[config.mk]
export PLATFORM = sky130hd
export DESIGN_NAME = boot_loader_ctrl
export DESIGN_NICKNAME = d
export VERILOG_FILES = /design/src/rtl/boot_pkg.sv /design/src/rtl/boot_timeout.sv /design/src/rtl/boot_loader_ctrl.sv
export SDC_FILE = /design/constraint.sdc
export NUM_CORES = 1
export LEC_CHECK = 0
export CORE_MARGIN = 2
export CORE_UTILIZATION = 57
export CTS_CLUSTER_DIAMETER = 200
export DETAILED_ROUTE_END_ITERATION = 8
export PLACE_DENSITY_LB_ADDON = 0.08
export SLEW_MARGIN = 30
export SYNTH_ARGS = -nofsm -noshare
export SYNTH_HDL_FRONTEND = slang
export SYNTH_SLANG_ARGS = --single-unit
[constraint.sdc]
create_clock -name clk -period 8.3 [get_ports clk]
set_clock_uncertainty 0.1 [all_clocks]
set_input_delay 1.66 -clock clk [delete_from_list [all_inputs] [get_ports clk]]
set_output_delay 1.66 -clock clk [all_outputs]
set_load 0.01 [all_outputs]
[src/rtl/boot_pkg.sv]
// Shared types and constants for the boot loader: FSM state encoding, sync byte,
// word width and the payload checksum step.
package boot_pkg;

  typedef enum logic [2:0] {
    IDLE   = 3'd0,
    LEN_LO = 3'd1,
    LEN_HI = 3'd2,
    DATA   = 3'd3,
    CHECK  = 3'd4,
    DONE   = 3'd5,
    ERROR  = 3'd6
  } boot_state_t;

  localparam logic [7:0] BOOT_SYNC_BYTE = 8'hA5;
  localparam int         BOOT_WORD_W    = 32;

  // 8-bit wrapping sum step used by the payload checksum.
  function automatic logic [7:0] chk_add(input logic [7:0] sum, input logic [7:0] b);
    return sum + b;
  endfunction

endpackage

[src/rtl/boot_timeout.sv]
// Inter-byte watchdog: counts idle clocks while enabled, clears on every kick,
// and flags expiry when the count reaches TIMEOUT_CLKS-1.
module boot_timeout #(
  parameter int TIMEOUT_CLKS = 10_000_000
) (
  input  logic clk,
  input  logic rst_n,
  input  logic enable,
  input  logic kick,
  output logic expired
);

  localparam int            CW   = (TIMEOUT_CLKS > 2) ? $clog2(TIMEOUT_CLKS) : 1;
  localparam logic [CW-1:0] TERM = CW'(TIMEOUT_CLKS - 1);

  logic [CW-1:0] cnt_r;

  // Idle counter; held at zero whenever the watchdog is not armed.
  always_ff @(posedge clk or negedge rst_n) begin
    if (!rst_n) begin
      cnt_r <= '0;
    end else if (!enable || kick) begin
      cnt_r <= '0;
    end else if (cnt_r != TERM) begin
      cnt_r <= cnt_r + CW'(1);
    end else begin
      cnt_r <= cnt_r;
    end
  end

  // A byte arriving on the terminal cycle wins over expiry.
  assign expired = enable && !kick && (cnt_r == TERM);

endmodule

[src/rtl/boot_loader_ctrl.sv]
// Boot sequencer: parses A5/LEN/payload[/CHK] frames from the UART and writes packed
// words to IMEM from address 0. Optional trailing checksum enabled by BOOT_CHECKSUM_EN.
module boot_loader_ctrl
  import boot_pkg::*;
#(
  parameter  int IMEM_DEPTH   = 1024,
  parameter  int TIMEOUT_CLKS = 10_000_000,
  localparam int ADDR_WIDTH   = $clog2(IMEM_DEPTH)
) (
  input  logic                   clk,
  input  logic                   rst_n,
  input  logic [7:0]             rx_data,
  input  logic                   rx_valid,
  output logic                   imem_we,
  output logic [ADDR_WIDTH-1:0]  imem_addr,
  output logic [BOOT_WORD_W-1:0] imem_wdata,
  output logic                   cpu_rst_n,
  output logic                   boot_done,
  output logic                   boot_err
);

`ifdef BOOT_CHECKSUM_EN
  localparam boot_state_t POST_PAYLOAD = CHECK;
`else
  localparam boot_state_t POST_PAYLOAD = DONE;
`endif

  boot_state_t                   state_r, state_nxt_s;
  logic [15:0]                   len_r;
  logic [1:0]                    byte_cnt_r;
  logic [15:0]                   word_cnt_r;
  logic [23:0]                   word_r;
  logic                          imem_we_r;
  logic [ADDR_WIDTH-1:0]         imem_addr_r;
  logic [BOOT_WORD_W-1:0]        imem_wdata_r;
  logic                          done_r, cpu_rst_n_r, err_r;
`ifdef BOOT_CHECKSUM_EN
  logic [7:0]                    sum_r;
`endif

  logic        sync_byte_s, sync_accept_s, data_byte_s, wr_s, last_word_s;
  logic        oversize_s, tmo_en_s, expired_s;
  logic [15:0] len_full_s;

  assign sync_byte_s   = rx_valid && (rx_data == BOOT_SYNC_BYTE);
  assign sync_accept_s = sync_byte_s && ((state_r == IDLE) || (state_r == ERROR));
  assign data_byte_s   = rx_valid && (state_r == DATA);
  assign wr_s          = data_byte_s && (byte_cnt_r == 2'd3);
  assign last_word_s   = wr_s && (word_cnt_r == (len_r - 16'd1));
  assign len_full_s    = {rx_data, len_r[7:0]};
  assign oversize_s    = {16'd0, len_full_s} > 32'(IMEM_DEPTH);
  assign tmo_en_s      = (state_r == LEN_LO) || (state_r == LEN_HI) ||
                         (state_r == DATA)   || (state_r == CHECK);

  boot_timeout #(.TIMEOUT_CLKS(TIMEOUT_CLKS)) u_timeout (
    .clk     (clk),
    .rst_n   (rst_n),
    .enable  (tmo_en_s),
    .kick    (rx_valid),
    .expired (expired_s)
  );

  // State register.
  always_ff @(posedge clk or negedge rst_n) begin
    if (!rst_n) begin
      state_r <= IDLE;
    end else begin
      state_r <= state_nxt_s;
    end
  end

  // Next-state logic; a watchdog expiry takes priority in every armed state.
  always_comb begin
    state_nxt_s = state_r;
    case (state_r)
      IDLE: begin
        if (sync_byte_s) state_nxt_s = LEN_LO;
        else             state_nxt_s = IDLE;
      end
      LEN_LO: begin
        if (expired_s)     state_nxt_s = ERROR;
        else if (rx_valid) state_nxt_s = LEN_HI;
        else               state_nxt_s = LEN_LO;
      end
      LEN_HI: begin
        if (expired_s) begin
          state_nxt_s = ERROR;
        end else if (rx_valid) begin
          if (oversize_s)                state_nxt_s = ERROR;
          else if (len_full_s == 16'd0)  state_nxt_s = POST_PAYLOAD;
          else                           state_nxt_s = DATA;
        end else begin
          state_nxt_s = LEN_HI;
        end
      end
      DATA: begin
        if (expired_s)        state_nxt_s = ERROR;
        else if (last_word_s) state_nxt_s = POST_PAYLOAD;
        else                  state_nxt_s = DATA;
      end
      CHECK: begin
`ifdef BOOT_CHECKSUM_EN
        if (expired_s)     state_nxt_s = ERROR;
        else if (rx_valid) state_nxt_s = (rx_data == sum_r) ? DONE : ERROR;
        else               state_nxt_s = CHECK;
`else
        state_nxt_s = ERROR;
`endif
      end
      DONE:    state_nxt_s = DONE;
      ERROR: begin
        if (sync_byte_s) state_nxt_s = LEN_LO;
        else             state_nxt_s = ERROR;
      end
      default: state_nxt_s = IDLE;
    endcase
  end

  // Length latch, byte packer, counters and IMEM write port.
  always_ff @(posedge clk or negedge rst_n) begin
    if (!rst_n) begin
      len_r        <= 16'd0;
      byte_cnt_r   <= 2'd0;
      word_cnt_r   <= 16'd0;
      word_r       <= 24'd0;
      imem_we_r    <= 1'b0;
      imem_addr_r  <= '0;
      imem_wdata_r <= '0;
    end else begin
      imem_we_r <= wr_s;
      if (wr_s) imem_wdata_r <= {rx_data, word_r};
      if (rx_valid && (state_r == LEN_LO)) len_r[7:0]  <= rx_data;
      if (rx_valid && (state_r == LEN_HI)) len_r[15:8] <= rx_data;
      if (sync_accept_s) begin
        imem_addr_r <= '0;
        byte_cnt_r  <= 2'd0;
        word_cnt_r  <= 16'd0;
      end else begin
        // Address advances the cycle after the strobe so it is stable during the write.
        if (imem_we_r) imem_addr_r <= imem_addr_r + ADDR_WIDTH'(1);
        if (data_byte_s) begin
          byte_cnt_r <= byte_cnt_r + 2'd1;
          word_r     <= {rx_data, word_r[23:8]};
          if (wr_s) word_cnt_r <= word_cnt_r + 16'd1;
        end
      end
    end
  end

`ifdef BOOT_CHECKSUM_EN
  // Running payload checksum, restarted by every accepted sync.
  always_ff @(posedge clk or negedge rst_n) begin
    if (!rst_n) begin
      sum_r <= 8'd0;
    end else if (sync_accept_s) begin
      sum_r <= 8'd0;
    end else if (data_byte_s) begin
      sum_r <= chk_add(sum_r, rx_data);
    end else begin
      sum_r <= sum_r;
    end
  end
`endif

  // Status flags follow the next state so they rise one cycle after the deciding byte.
  always_ff @(posedge clk or negedge rst_n) begin
    if (!rst_n) begin
      done_r      <= 1'b0;
      cpu_rst_n_r <= 1'b0;
      err_r       <= 1'b0;
    end else begin
      done_r      <= (state_nxt_s == DONE);
      cpu_rst_n_r <= (state_nxt_s == DONE);
      err_r       <= (state_nxt_s == ERROR);
    end
  end

  assign imem_we    = imem_we_r;
  assign imem_addr  = imem_addr_r;
  assign imem_wdata = imem_wdata_r;
  assign boot_done  = done_r;
  assign cpu_rst_n  = cpu_rst_n_r;
  assign boot_err   = err_r;

endmodule

==> impl_metrics.ini <==
[run_status]
run_status = complete, no violations

[grt]
grt_first_pass_wirelength_um = 21000
overflow = 0
grt_start_max_net_pins = 80
globalRouteMet1Util_pct = 30.7
grt_antenna_before_repair = 0
grt.busiest_layer = met2
grt_pass1_vias = 4255
grt_util_met3_pct = 7.48
globalRouteMet2Util_pct = 38.0
grt.total_usage_pct = 23.7

[hold_path]
hp-class = flop to flop

[logic_synthesis]
muxShareOfSynthArea_pct = 13.3
ys_ff_latch = 130
synth_cells = 528
yosys_warnings = 0
postSynthAreaPerCell_um2 = 11.5
synth_cell_types = 51
synth_largest_type_area_fraction_pct = 53.7
sequential_share_of_the_synthesized_area_pct = 53.7
yosysTopAreaCell = sky130_fd_sc_hd__dfrtp_1
synthTopCellsByArea = sky130_fd_sc_hd__dfrtp_1, sky130_fd_sc_hd__mux2_2, sky130_fd_sc_hd__xor2_1
post_synth_fa_ha_maj_area_fraction_pct = 1.03
synth_edf_count = 0
postSynth.asyncResetShare_pct = 100
synth_top_family_by_area = simple AND/OR/NAND/NOR gates
mappedNetlistNets = 544
syn-cell-area_um2 = 6060
synth_simple_gate_area_share_pct = 16.4
yosys.area_share.xor_xnor_pct = 9.25
flip_flop_cell_with_the_highest_count_after_synthesis = sky130_fd_sc_hd__dfrtp_1
synth_compound_gate_area_share_pct = 4.56

[setup_path]
regToRegEndpoint = state_r[1]$_DFF_PN0_
cp-end-kind = flop
timing.reg2reg.setup_slack_ns = 4.78
worstSetupEndpoint = state_r[1]$_DFF_PN0_
timing.setup.critical_path_class = primary input to flop
critPathLaunch = rx_valid
worst_ep_required_time_ns = 8.61
r2r_cells = 7
critPathArrivalTime_ns = 4.70
worst-path-max-fanout = 41
startpoint_of_the_lowest_slack_register_to_register_path = state_r[2]$_DFF_PN0_
crit_path_launch_type = primary input

[floorplanning]
fp-row-count = 37
design.portCount = 57
die_w_um = 107
die_h_um = 107
initial_core_util_pct = 58.7
fp.coreArea_um2 = 10300
die_outline_area_um2 = 11500

[routing]
routed_antenna_nets = 0
detail_route.vias_per_cell = 5.68
remaining_drc_errors = 0
drt_wl_total_um = 12300
drtIter0Drc = 195
routed-via-count = 4172
detail_route.wl_per_cell_um = 16.8
detailedRoute.firstPassIterationCount = 4

[sta]
portion_of_the_clock_cycle_consumed_by_the_worst_path_in_the_final_layout_pct = 52.9
timing.final.setup_violations = 0
tns_ns = 0
drv_slew = 0
fmax_mhz = 228
worst_pin_slew_ns = 0.925
final_report_hold_violation_count = 0
rsz0062_at_grt = no
maxSlewHeadroom_pct = 38.1
final.hold.worst_slack_ns = 0.402
min_period_ns = 4.39

[place]
post-dp-hpwl_um = 8210
dpl_cell_area_um2 = 6730
number_of_placed_instances_taps_included = 703
port_buffers = 56
globalplace.congestion = 0.920

[cts]
post_cts_resized = 0
cts.clk_slew.worst_paths_ns = 0.06
clk-insertion-delay-late_ns = 0.52
cts_made_buffers = 17
clkSinkCount = 130
cts_hold_buffers = 0
tritoncts_clock_tree = built
cts-root-to-sink-buffers = 2
cts.root.buffer_cell = sky130_fd_sc_hd__clkbuf_8
post_cts_setup_inserts = 0
htree_levels = 4

[pwr]
power_report.internal_total_mw = 1.22
ir_drop_mv = 0.173
p_leak_nw = 3.17
power.density_cell_area_nw_per_um2 = 225
power_frac_clock_pct = 42.3
p_sw_share_pct = 25.7
power_frac_comb_pct = 12.3
power.sequential.fraction_pct = 45.5
net-switching-power_mw = 0.423

[finish]
num-nets-final = 603
n_fill_cell = 735
number_of_antenna_repair_diodes = 0
syn_to_final_growth_pct = 20.4
layout-drive-gt1-share_pct = 18.2
multi_input_area_um2 = 2700
finish.cell_count_without_fillers = 734
design_area_um2 = 7300
regArea_um2 = 3250

[job]
drv_cap = 0
-- power groups by stage --
stage	Clock (mW)	Combinational (mW)	Sequential, mW
floorplan	0	0.145	0.736
global placement	0	0.195	0.751
detailed placement	0	0.199	0.756
CTS	0.707	0.201	0.746
global route	0.732	0.223	0.755
finish	0.694	0.201	0.747
-- worst max-delay path, cell delays in order --
cell and delay [ns]:
sky130_fd_sc_hd__clkdlybuf4s50_1 0.55, sky130_fd_sc_hd__and3_2 0.82, sky130_fd_sc_hd__nand4_1 0.19, sky130_fd_sc_hd__a2111oi_0 0.52
sky130_fd_sc_hd__o2111ai_1 0.22, sky130_fd_sc_hd__or3_1 0.40, sky130_fd_sc_hd__a211o_1 0.30
-- cell type report --
class	instances	area share [%]
Tap cell	136	2.33
Clock buffer	20	5.97
Timing Repair Buffer	61	8.26
Inverter	5	0.257
Clock inverter	10	1.54
Sequential cell	130	44.6
Multi-Input combinational cell	372	37.1
-- cells in the final DEF, fill, tap and decap left out, types with 14 or more instances in the layout --
cell,n
sky130_fd_sc_hd__nand4_1,15
sky130_fd_sc_hd__clkbuf_16,16
sky130_fd_sc_hd__dfrtp_1,130
sky130_fd_sc_hd__nand2_1,34
sky130_fd_sc_hd__mux2_2,69
sky130_fd_sc_hd__and3_1,14
sky130_fd_sc_hd__xnor2_1,21
sky130_fd_sc_hd__xor2_1,43
sky130_fd_sc_hd__clkdlybuf4s50_1,55
sky130_fd_sc_hd__nor2_1,53
sky130_fd_sc_hd__nand3_1,16
-- worst min-delay path by stage --
stage / cells past startpoint / startpoint / slack (ns) / to
2_1_floorplan: 1 / byte_cnt_r[0]$_DFFE_PN0P_ / 0.37 / byte_cnt_r[0]$_DFFE_PN0P_
3_3_place_gp: 1 / word_r[3]$_DFFE_PN0P_ / 0.38 / word_r[3]$_DFFE_PN0P_
3_5_place_dp: 1 / word_r[0]$_DFFE_PN0P_ / 0.39 / word_r[0]$_DFFE_PN0P_
4_1_cts: 1 / word_r[0]$_DFFE_PN0P_ / 0.40 / word_r[0]$_DFFE_PN0P_
5_1_grt: 1 / imem_wdata[8]$_DFFE_PN0P_ / 0.42 / imem_wdata[8]$_DFFE_PN0P_
6_report: 1 / word_r[7]$_DFFE_PN0P_ / 0.40 / word_r[7]$_DFFE_PN0P_
-- flip-flops by register name (all words and copies together) (netlist names) --
register	flops
u_timeout.cnt_r	24
imem_wdata	32
word_r	24
byte_cnt_r	2
state_r	3
word_cnt_r	16
imem_we	1
cpu_rst_n	1
imem_addr	10
len_r	16
boot_err	1
-- stage by stage --
stage	total power, mW	worst slack [ns]	utilization [%]
after floorplan	0.881	4.80	-
after CTS	1.65	4.00	70.5
after global routing	1.71	3.69	70.7
final	1.64	3.91	70.7
after global placement	0.946	3.56	65.2
after detailed placement	0.955	3.44	65.2
-- cells in the mapped netlist, drive strengths merged, types with 5 or more instances --
library cell  number
nand3             16
nor4               5
nand3b             5
ha                 5
o21ai             10
nor2              54
a31oi              6
xor2              43
and3              15
a21oi              9
buf                6
nand4             15
dfrtp            130
nor2b              7
xnor2             21
inv                5
mux2              69
clkbuf            15
nand2             34
or3                8
-- cell families after synthesis --
kind of cell / Yosys count
buf+inv: 26
simple gates: 188
mux: 72
fa+ha+maj: 5
xor+xnor: 64
compound gates: 43
flops: 130
-- metal layers --
layer | wire [um] | vias to the layer above
li1 | - | 1975
met1 | 5470 | 2098
met2 | 6120 | 90
met3 | 647 | 9
met4 | 110 | 0
met5 | 0 | -
Power figures use the tool's default switching activity.
